===== src/rtl/fpu_issue.sv =====
// Issue stage in front of the FPU: request FIFO, one-op-in-flight FSM, tagged response port.
// Define FPU_ISSUE_TIMEOUT_EN to bound the WAIT state to TIMEOUT cycles.
module fpu_issue #(
  parameter int DEPTH   = 2,
  parameter int TAG_W   = 5,
  parameter int TIMEOUT = 31
) (
  input  logic             clk,
  input  logic             rst,
  input  logic             req_valid,
  output logic             req_ready,
  input  logic [3:0]       req_op,
  input  logic [31:0]      req_x1,
  input  logic [31:0]      req_x2,
  input  logic [TAG_W-1:0] req_tag,
  output logic             res_valid,
  input  logic             res_ready,
  output logic [31:0]      res_y,
  output logic [TAG_W-1:0] res_tag,
  output logic             res_err,
  output logic [3:0]       fpu_ctl,
  output logic [31:0]      fpu_x1,
  output logic [31:0]      fpu_x2,
  output logic             fpu_en,
  input  logic             fpu_ready,
  input  logic [31:0]      fpu_y,
  output logic             busy
);

  localparam int PTR_W = (DEPTH > 1) ? $clog2(DEPTH) : 1;
  localparam int CNT_W = $clog2(DEPTH + 1);

  typedef enum logic [1:0] {
    S_IDLE  = 2'd0,
    S_ISSUE = 2'd1,
    S_WAIT  = 2'd2,
    S_RESP  = 2'd3
  } state_t;

  function automatic logic op_supported(input logic [3:0] op);
    case (op)
      4'd2, 4'd3, 4'd4, 4'd5, 4'd6, 4'd7, 4'd11, 4'd12, 4'd13, 4'd14: op_supported = 1'b1;
      default: op_supported = 1'b0;
    endcase
  endfunction

  function automatic logic [PTR_W-1:0] ptr_inc(input logic [PTR_W-1:0] p);
    if (p == PTR_W'(DEPTH - 1)) ptr_inc = {PTR_W{1'b0}};
    else                        ptr_inc = p + PTR_W'(1);
  endfunction

  logic [3:0]       op_mem_r  [DEPTH];
  logic [31:0]      x1_mem_r  [DEPTH];
  logic [31:0]      x2_mem_r  [DEPTH];
  logic [TAG_W-1:0] tag_mem_r [DEPTH];

  logic [PTR_W-1:0] wr_ptr_r, rd_ptr_r;
  logic [CNT_W-1:0] count_r, count_nxt_s;
  state_t           state_r, state_nxt_s;
  logic             push_s, pop_s, head_sup_s;
  logic             req_ready_r, res_valid_r, res_err_r, fpu_en_r, busy_r;
  logic [31:0]      res_y_r, fpu_x1_r, fpu_x2_r;
  logic [TAG_W-1:0] res_tag_r;
  logic [3:0]       fpu_ctl_r;
`ifdef FPU_ISSUE_TIMEOUT_EN
  localparam int TMO_W = $clog2(TIMEOUT + 1);
  logic [TMO_W-1:0] tmo_r;
  logic             tmo_hit_s;
  assign tmo_hit_s = (tmo_r == TMO_W'(TIMEOUT - 1));
`endif

  // The FSM only dequeues while idle, so only one op is ever in flight.
  assign push_s     = req_valid && req_ready_r;
  assign pop_s      = (state_r == S_IDLE) && (count_r != CNT_W'(0));
  assign head_sup_s = op_supported(op_mem_r[rd_ptr_r]);

  // FIFO storage, written on accepted requests only
  always_ff @(posedge clk) begin
    if (push_s) begin
      op_mem_r[wr_ptr_r]  <= req_op;
      x1_mem_r[wr_ptr_r]  <= req_x1;
      x2_mem_r[wr_ptr_r]  <= req_x2;
      tag_mem_r[wr_ptr_r] <= req_tag;
    end
  end

  // Occupancy after this cycle's push/pop
  always_comb begin
    count_nxt_s = count_r;
    if (push_s && !pop_s)      count_nxt_s = count_r + CNT_W'(1);
    else if (!push_s && pop_s) count_nxt_s = count_r - CNT_W'(1);
    else                       count_nxt_s = count_r;
  end

  // Next-state logic
  always_comb begin
    state_nxt_s = state_r;
    case (state_r)
      S_IDLE: begin
        if (pop_s) state_nxt_s = head_sup_s ? S_ISSUE : S_RESP;
        else       state_nxt_s = S_IDLE;
      end
      S_ISSUE: state_nxt_s = S_WAIT;
      S_WAIT: begin
        if (fpu_ready) state_nxt_s = S_RESP;
`ifdef FPU_ISSUE_TIMEOUT_EN
        else if (tmo_hit_s) state_nxt_s = S_RESP;
`endif
        else state_nxt_s = S_WAIT;
      end
      S_RESP: begin
        if (res_ready) state_nxt_s = S_IDLE;
        else           state_nxt_s = S_RESP;
      end
      default: state_nxt_s = S_IDLE;
    endcase
  end

  // State, pointers and all registered outputs
  always_ff @(posedge clk) begin
    if (rst) begin
      state_r     <= S_IDLE;
      wr_ptr_r    <= {PTR_W{1'b0}};
      rd_ptr_r    <= {PTR_W{1'b0}};
      count_r     <= {CNT_W{1'b0}};
      req_ready_r <= 1'b1;
      busy_r      <= 1'b0;
      fpu_en_r    <= 1'b0;
      fpu_ctl_r   <= 4'd0;
      fpu_x1_r    <= 32'd0;
      fpu_x2_r    <= 32'd0;
      res_valid_r <= 1'b0;
      res_y_r     <= 32'd0;
      res_tag_r   <= {TAG_W{1'b0}};
      res_err_r   <= 1'b0;
`ifdef FPU_ISSUE_TIMEOUT_EN
      tmo_r       <= {TMO_W{1'b0}};
`endif
    end else begin
      state_r     <= state_nxt_s;
      count_r     <= count_nxt_s;
      req_ready_r <= (count_nxt_s != CNT_W'(DEPTH));
      busy_r      <= (state_nxt_s != S_IDLE) || (count_nxt_s != CNT_W'(0));
      fpu_en_r    <= (state_nxt_s == S_ISSUE);
      res_valid_r <= (state_nxt_s == S_RESP);
      if (push_s) wr_ptr_r <= ptr_inc(wr_ptr_r);
      if (pop_s)  rd_ptr_r <= ptr_inc(rd_ptr_r);
      case (state_r)
        S_IDLE: begin
          if (pop_s) begin
            res_tag_r <= tag_mem_r[rd_ptr_r];
`ifdef FPU_ISSUE_TIMEOUT_EN
            tmo_r     <= {TMO_W{1'b0}};
`endif
            if (head_sup_s) begin
              fpu_ctl_r <= op_mem_r[rd_ptr_r];
              fpu_x1_r  <= x1_mem_r[rd_ptr_r];
              fpu_x2_r  <= x2_mem_r[rd_ptr_r];
            end else begin
              res_y_r   <= 32'd0;
              res_err_r <= 1'b1;
            end
          end
        end
        S_WAIT: begin
          if (fpu_ready) begin
            res_y_r   <= fpu_y;
            res_err_r <= 1'b0;
            fpu_ctl_r <= 4'd0;
            fpu_x1_r  <= 32'd0;
            fpu_x2_r  <= 32'd0;
          end
`ifdef FPU_ISSUE_TIMEOUT_EN
          else if (tmo_hit_s) begin
            res_y_r   <= 32'd0;
            res_err_r <= 1'b1;
            fpu_ctl_r <= 4'd0;
            fpu_x1_r  <= 32'd0;
            fpu_x2_r  <= 32'd0;
          end else begin
            tmo_r <= tmo_r + TMO_W'(1);
          end
`endif
        end
        default: ;
      endcase
    end
  end

  assign req_ready = req_ready_r;
  assign res_valid = res_valid_r;
  assign res_y     = res_y_r;
  assign res_tag   = res_tag_r;
  assign res_err   = res_err_r;
  assign fpu_ctl   = fpu_ctl_r;
  assign fpu_x1    = fpu_x1_r;
  assign fpu_x2    = fpu_x2_r;
  assign fpu_en    = fpu_en_r;
  assign busy      = busy_r;

endmodule


===== config.mk =====
export PLATFORM = sky130hd
export DESIGN_NAME = fpu_issue
export DESIGN_NICKNAME = d
export VERILOG_FILES = /design/src/rtl/fpu_issue.sv
export SDC_FILE = /design/constraint.sdc
export NUM_CORES = 1
export LEC_CHECK = 0
export ABC_AREA = 1
export CAP_MARGIN = 20
export CORE_MARGIN = 2
export CORE_UTILIZATION = 40
export CTS_BUF_LIST = sky130_fd_sc_hd__clkbuf_16
export DETAILED_ROUTE_END_ITERATION = 7
export PLACE_DENSITY = 0.74
export SYNTH_ARGS = -nofsm -noshare
export SYNTH_HDL_FRONTEND = slang
export SYNTH_SLANG_ARGS = --single-unit

===== constraint.sdc =====
create_clock -name clk -period 4.9 [get_ports clk]
set_clock_uncertainty 0.05 [all_clocks]
set_input_delay 0.735 -clock clk [delete_from_list [all_inputs] [get_ports clk]]
set_output_delay 0.735 -clock clk [all_outputs]
set_load 0.02 [all_outputs]

# ---- After elaboration in Yosys (flattened, before gate mapping)
# Memory sizes are Yosys's and may differ from the RTL's. A register that Yosys moved wholly into a read port is not among the register bits.
# Index checks and enable logic that the tools add are counted.
dict set report word_totals {
  memories 5
  ramBits 146
  elab_cells 83
  input_bits 110
  out_inout_bits 110
  register_bits 111
  rom_bits 16
}
dict set report op_classes {
  reduce_logical 15
  eq_ne 10
  n_mux 36
  add_sub_neg 4
}
# memory depth width rd rd_ports_with_merged_regs write_ports line
set memory_table {}
lappend memory_table {x1_mem_r 2 32 1 1 1 53} ;# logic [31:0] x1_mem_r [DEPTH];
lappend memory_table {x2_mem_r 2 32 1 1 1 54} ;# logic [31:0] x2_mem_r [DEPTH];
lappend memory_table {{(no name shown)} 16 1 1 0 0 41} ;# case (op)
lappend memory_table {tag_mem_r 2 5 1 1 1 55} ;# logic [TAG_W-1:0] tag_mem_r [DEPTH];
lappend memory_table {op_mem_r 2 4 1 1 1 52} ;# logic [3:0] op_mem_r [DEPTH];
# cell n
set ops {}
lappend ops {{32-bit two-way mux} 8}
lappend ops {{32-bit case mux with 2 select lines} 3}
lappend ops {{1-bit two-way mux} 14}
lappend ops {{4-bit two-way mux} 3}
lappend ops {{2-bit two-way mux} 5}
lappend ops {{2-bit != test (second input constant)} 5}
lappend ops {{2-bit case mux with 4 select lines} 1}
lappend ops {{4-bit case mux with 2 select lines} 1}
lappend ops {{4-bit AND reduction} 2}
lappend ops {{2-bit nonzero test} 4}
lappend ops {{2-bit == test (second input constant)} 3}
lappend ops {{2-bit by 1-bit == test with 1-bit output (second input constant)} 2}
lappend ops {{1-bit logical AND} 4}
lappend ops {{1-bit adder (second input constant)} 2}
lappend ops {{2-bit by 1-bit adder with 2-bit output (second input constant)} 1}
lappend ops {{1-bit logical NOT} 2}
lappend ops {{2-bit logical NOT} 1}
lappend ops {{1-bit case mux with 2 select lines} 1}
lappend ops {{2-bit AND reduction} 1}
lappend ops {{2-bit by 1-bit subtractor with 2-bit output (second input constant)} 1}
lappend ops {{1-bit logical OR} 1}

# ---- Depth between registers and ports, before layout
dict set report logic_depth {
  ltp_word 7
  mapped_depth 12
  mapped_depth_nobuf 12
}

# ---- Worst setup path before layout
# Ideal clock, no wire load.
dict set report synth_path {
  path_type {input-to-reg}
  from {in req_valid}
  to {mem op_mem_r[1][0], enable pin}
  required_ns 4.344
  n_path_buf 0
  slack_ns 0.444
  arrival_time_ns 3.900
  setup_ns 0.506
  stages 2
  cell_sequence {nand2_1 nor2_1}
}
dict set report synth_via {
  elab_chain_cells 3
}
# item line
set synth_lines {}
lappend synth_lines {{start: declaration} 10} ;# input logic req_valid,
lappend synth_lines {{1-bit logical AND} 73} ;# assign push_s = req_valid && req_ready_r;
lappend synth_lines {{1-bit two-way mux} 79} ;# if (push_s) begin
lappend synth_lines {{1-bit two-way mux (implied by the code)} 80} ;# op_mem_r[wr_ptr_r] <= req_op;
lappend synth_lines {{end: declaration} 52}
# No other way between the ends.

# ---- Worst setup path after layout
dict set report layout_path {
  from {reg count_r[0]}
  to {reg fpu_en_r, in the netlist fpu_en}
}
dict set report layout_via {
  elab_chain_cells 5
}
# item line
set layout_lines {}
lappend layout_lines {{start: declaration} 58} ;# logic [CNT_W-1:0] count_r, count_nxt_s;
lappend layout_lines {{start signal: assignment} 125} ;# count_r <= {CNT_W{1'b0}};
lappend layout_lines {{start signal: assignment} 141} ;# count_r <= count_nxt_s;
lappend layout_lines {{2-bit nonzero test} 74} ;# assign pop_s = (state_r == S_IDLE) && (count_r != CNT_W'(0));
lappend layout_lines {{1-bit logical AND} 74}
lappend layout_lines {{2-bit two-way mux} 100} ;# if (pop_s) state_nxt_s = head_sup_s ? S_ISSUE : S_RESP;
lappend layout_lines {{2-bit case mux with 4 select lines} 98} ;# case (state_r)
lappend layout_lines {{2-bit by 1-bit == test with 1-bit output} 144} ;# fpu_en_r <= (state_nxt_s == S_ISSUE);
lappend layout_lines {{end signal: assignment} 144}
lappend layout_lines {{end: declaration} 61} ;# logic req_ready_r, res_valid_r, res_err_r, fpu_en_r, busy_r;
# No other way between the ends.
# A chain may end at the register's enable or synchronous reset.

==> impl_metrics.py <==
metrics = {
    "yosys": {
        "synth_area_um2": 9872,
        "yosysTopAreaCellShare": 0.4441,
        "synthXorXnorAreaFrac": 0.0008872,
        "ys.flop_type": "edfxtp_1",
        "syn_nets": 1038,
        "avgSynthCellArea_um2": 10.65,
        "synth_top_family_by_area": "compound AO/OA/AOI/OAI gates",
        "synth_area_leaders": "edfxtp_1 44%, dfxtp_1 24%, nand2_1 6.8%",
        "yosys_warnings": 0,
        "synthMostInstantiatedCell": "nand2_1",
        "async_flop_share": 0,
        "yosys_register_bits": 263,
        "synth_common_cells": "180 x nand2_1, 146 x edfxtp_1, 117 x dfxtp_1",
        "synth-compound-area-share": 0.1385,
        "yosys.area_share.adder": 0.001267,
        "yosysSeqAreaShare": 0.6814,
        "synthSimpleGateAreaFrac": 0.1360,
        "synthMuxAreaShare": 0,
        "synth_edf_count": 146,
        "synth_top_cell_by_area": "edfxtp_1",
        "ys_types": 24,
        "netlist_instances": 927,
    },
    "layout": {
        "fin_util": 0.5432,
        "seq_area_um2": 6728,
        "fillers": 2088,
        "areaGrowthSynthToFinish_pct": 33.43,
        "diodes": 0,
        "multiInputGateArea_um2": 2754,
        "design_area_um2": 13170,
        "drive_above_1_share": 0.05420,
        "layout.nets": 1234,
    },
    "timing": {
        "maxSlewViolCount": 0,
        "whs_ns": 0.3955,
        "finalCriticalPeriod_ns": 2.704,
        "period_share": 0.5518,
        "hold_viol": 0,
        "worstMarginPinSlew_ns": 1.057,
        "max-slew-margin-rel": 0.2954,
        "rsz0062_at_grt": "no",
        "tns_ns": 0,
        "fmax_ghz": 0.3698,
        "setup_viol": 0,
    },
    "pwr": {
        "p_sw_mw": 3.107,
        "p_seq_frac": 0.362,
        "leakagePower_nw": 4.762,
        "switching_share": 0.3738,
        "p_int_mw": 5.205,
        "pwr-share-clk": 0.234,
        "p_comb_frac": 0.403,
        "ir_drop_mv": 0.4240,
        "power_density_nw_per_um2": 631.0,
    },
    "critical_path": {
        "reg2reg_slack_ns": 2.20,
        "cp.depth": 8,
        "critical-path-top-delay-family": "simple AND/OR/NAND/NOR gates",
        "cp_num_buf_inv": 3,
        "crit_type": "flip-flop to flip-flop",
        "worst_ep_arrival_time_ns": 3.12,
        "cp-end-kind": "flip-flop",
        "rr_worst_depth": 8,
        "cp_common_cell": "inv_1",
        "crit_chain": "inv_1 -> ha_1 -> inv_1 -> nand2_1 -> nand2_4 -> buf_4 -> o21ai_0 -> a21oi_1",
        "required_ns": 5.31,
        "max_stage_delay_ns": 0.69,
        "cp_slowest_cell": "buf_4",
        "cp-start-kind": "flip-flop",
        "crit_fanout": 73,
    },
    "global_routing": {
        "grt_pass1_wl_um": 36690,
        "top_usage_layer": "met2",
        "grt_max_degree": 75,
        "met1_usage": 0.2218,
        "grt_use_met3": 0.03467,
        "overflow": 0,
        "antenna_found_initial": 0,
        "grt_pass1_vias": 6920,
        "grtUsageMet2": 0.3057,
        "track_usage": 0.1759,
    },
    "route": {
        "ant_nets": 0,
        "num_vias": 7337,
        "routed_wl_um": 23670,
        "drc": 0,
        "routed_via_density": 4.998,
        "drtIter0Drc": 589,
        "drt-pass1-iter-count": 5,
        "wl_per_cell_um": 16.12,
    },
    "cts": {
        "clk_pin_slew_ns": 0.06,
        "cts.sinks": 263,
        "ctsResizeCount": 0,
        "root_buffer": "clkbuf_16",
        "cts_setup_buffers": 0,
        "clock_latency_ns": 0.54,
        "cts_buffers": 28,
        "hold_buffers": 0,
        "cts_max_level": 1,
        "cts_max_path_buffers": 3,
        "cts_tree": "done",
    },
    "die": {
        "ios": 220,
        "core-area_um2": 24250,
        "fp.dieH_um": 161.1,
        "row_count": 57,
        "dieArea_um2": 25950,
        "die_w_um": 161.1,
        "start_util": 0.4071,
    },
    "placed_design": {
        "place_congestion": 0.8010,
        "hpwl_um": 14490,
        "numPortBuffers": 219,
        "place_area_um2": 12260,
    },
    "status": {
        "status": "complete, no violations",
    },
    "min_path": {
        "hp-class": "flip-flop to flip-flop",
        "min_path_cells": 2,
    },
    "job": {
        "drv_cap": 0,
    },
}
-- per-layer routing --
layer	vias up	part of all wire
met3	43	0.063
met2	235	0.48
met4	0	0.030
li1	3602	-
met1	3457	0.42
met5	-	0
-- worst paths after layout --
| check | startpoint | end |
|---|---|---|
| worst min register to register | res_err | res_err |
| worst max-delay path | count_r[0] | fpu_en |
| worst max register to register | count_r[0] | fpu_en |
| worst min-delay path | res_err | res_err |
-- through the flow --
stage                     power [mW]  cells  setup WS [ns]
final                          8.312   1468          2.196
after global routing           8.878   1468          2.002
after CTS                      8.335   1466          1.747
after detailed placement       6.365   1415          1.721
after global placement         6.301   1415          1.788
after floorplan                5.387    927         0.4439
-- power groups by stage --
| stage | Clock, mW | Sequential (mW) | Combinational, mW |
|---|---|---|---|
| 2_1_floorplan | 0 | 3.26 | 2.13 |
| 3_3_place_gp | 0 | 3.05 | 3.25 |
| 3_5_place_dp | 0 | 3.06 | 3.31 |
| 4_1_cts | 2.00 | 3.02 | 3.32 |
| 5_1_grt | 2.09 | 3.06 | 3.73 |
| 6_report | 1.95 | 3.01 | 3.35 |
-- layout by cell type (no fill, tap or decap), types with 2 or more instances in the layout --
master / Yosys / routed
clkbuf_16: 0 / 29
clkinv_1: 2 / 8
buf_4: 4 / 11
nand2_1: 180 / 179
nor2_4: 0 / 2
o21bai_1: 58 / 58
inv_1: 17 / 23
nor2_1: 73 / 71
a31oi_1: 5 / 5
clkinv_2: 0 / 5
nand3_1: 73 / 73
dfxtp_1: 117 / 116
inv_2: 3 / 5
o21ai_0: 60 / 60
a21oi_1: 112 / 112
clkdlybuf4s50_1: 0 / 218
nand2_4: 1 / 2
o21ai_1: 8 / 8
nor3_1: 2 / 2
edfxtp_1: 146 / 146
-- tightest hold or removal path, stage by stage (launching register included) --
cell,delay (ns)
dfxtp_1,0.31
inv_1,0.05
a21oi_1,0.05
-- sequential cells by signal (all words and copies together) (netlist names), 2 cells and up, named ones only --
signal     count
state_r        2
op_mem_r       8
x1_mem_r      64
fpu_x2        32
res_y         32
fpu_ctl        4
tag_mem_r     10
x2_mem_r      64
fpu_x1        32
count_r        2
res_tag        5
-- logic make-up after synthesis --
group / after synthesis
compound gates: 243
xor+xnor: 1
fa+ha+maj: 1
buf+inv: 89
flops: 263
simple gates: 330
-- area by class of cell --
cell class,count,area share
Inverter,22,0.006269
Timing Repair Buffer,233,0.1771
Clock buffer,29,0.05509
Multi-Input combinational cell,575,0.2091
Tap cell,324,0.03078
Clock inverter,22,0.01102
Sequential cell,263,0.5107
Note: power is estimated with default switching activity, not from simulation.
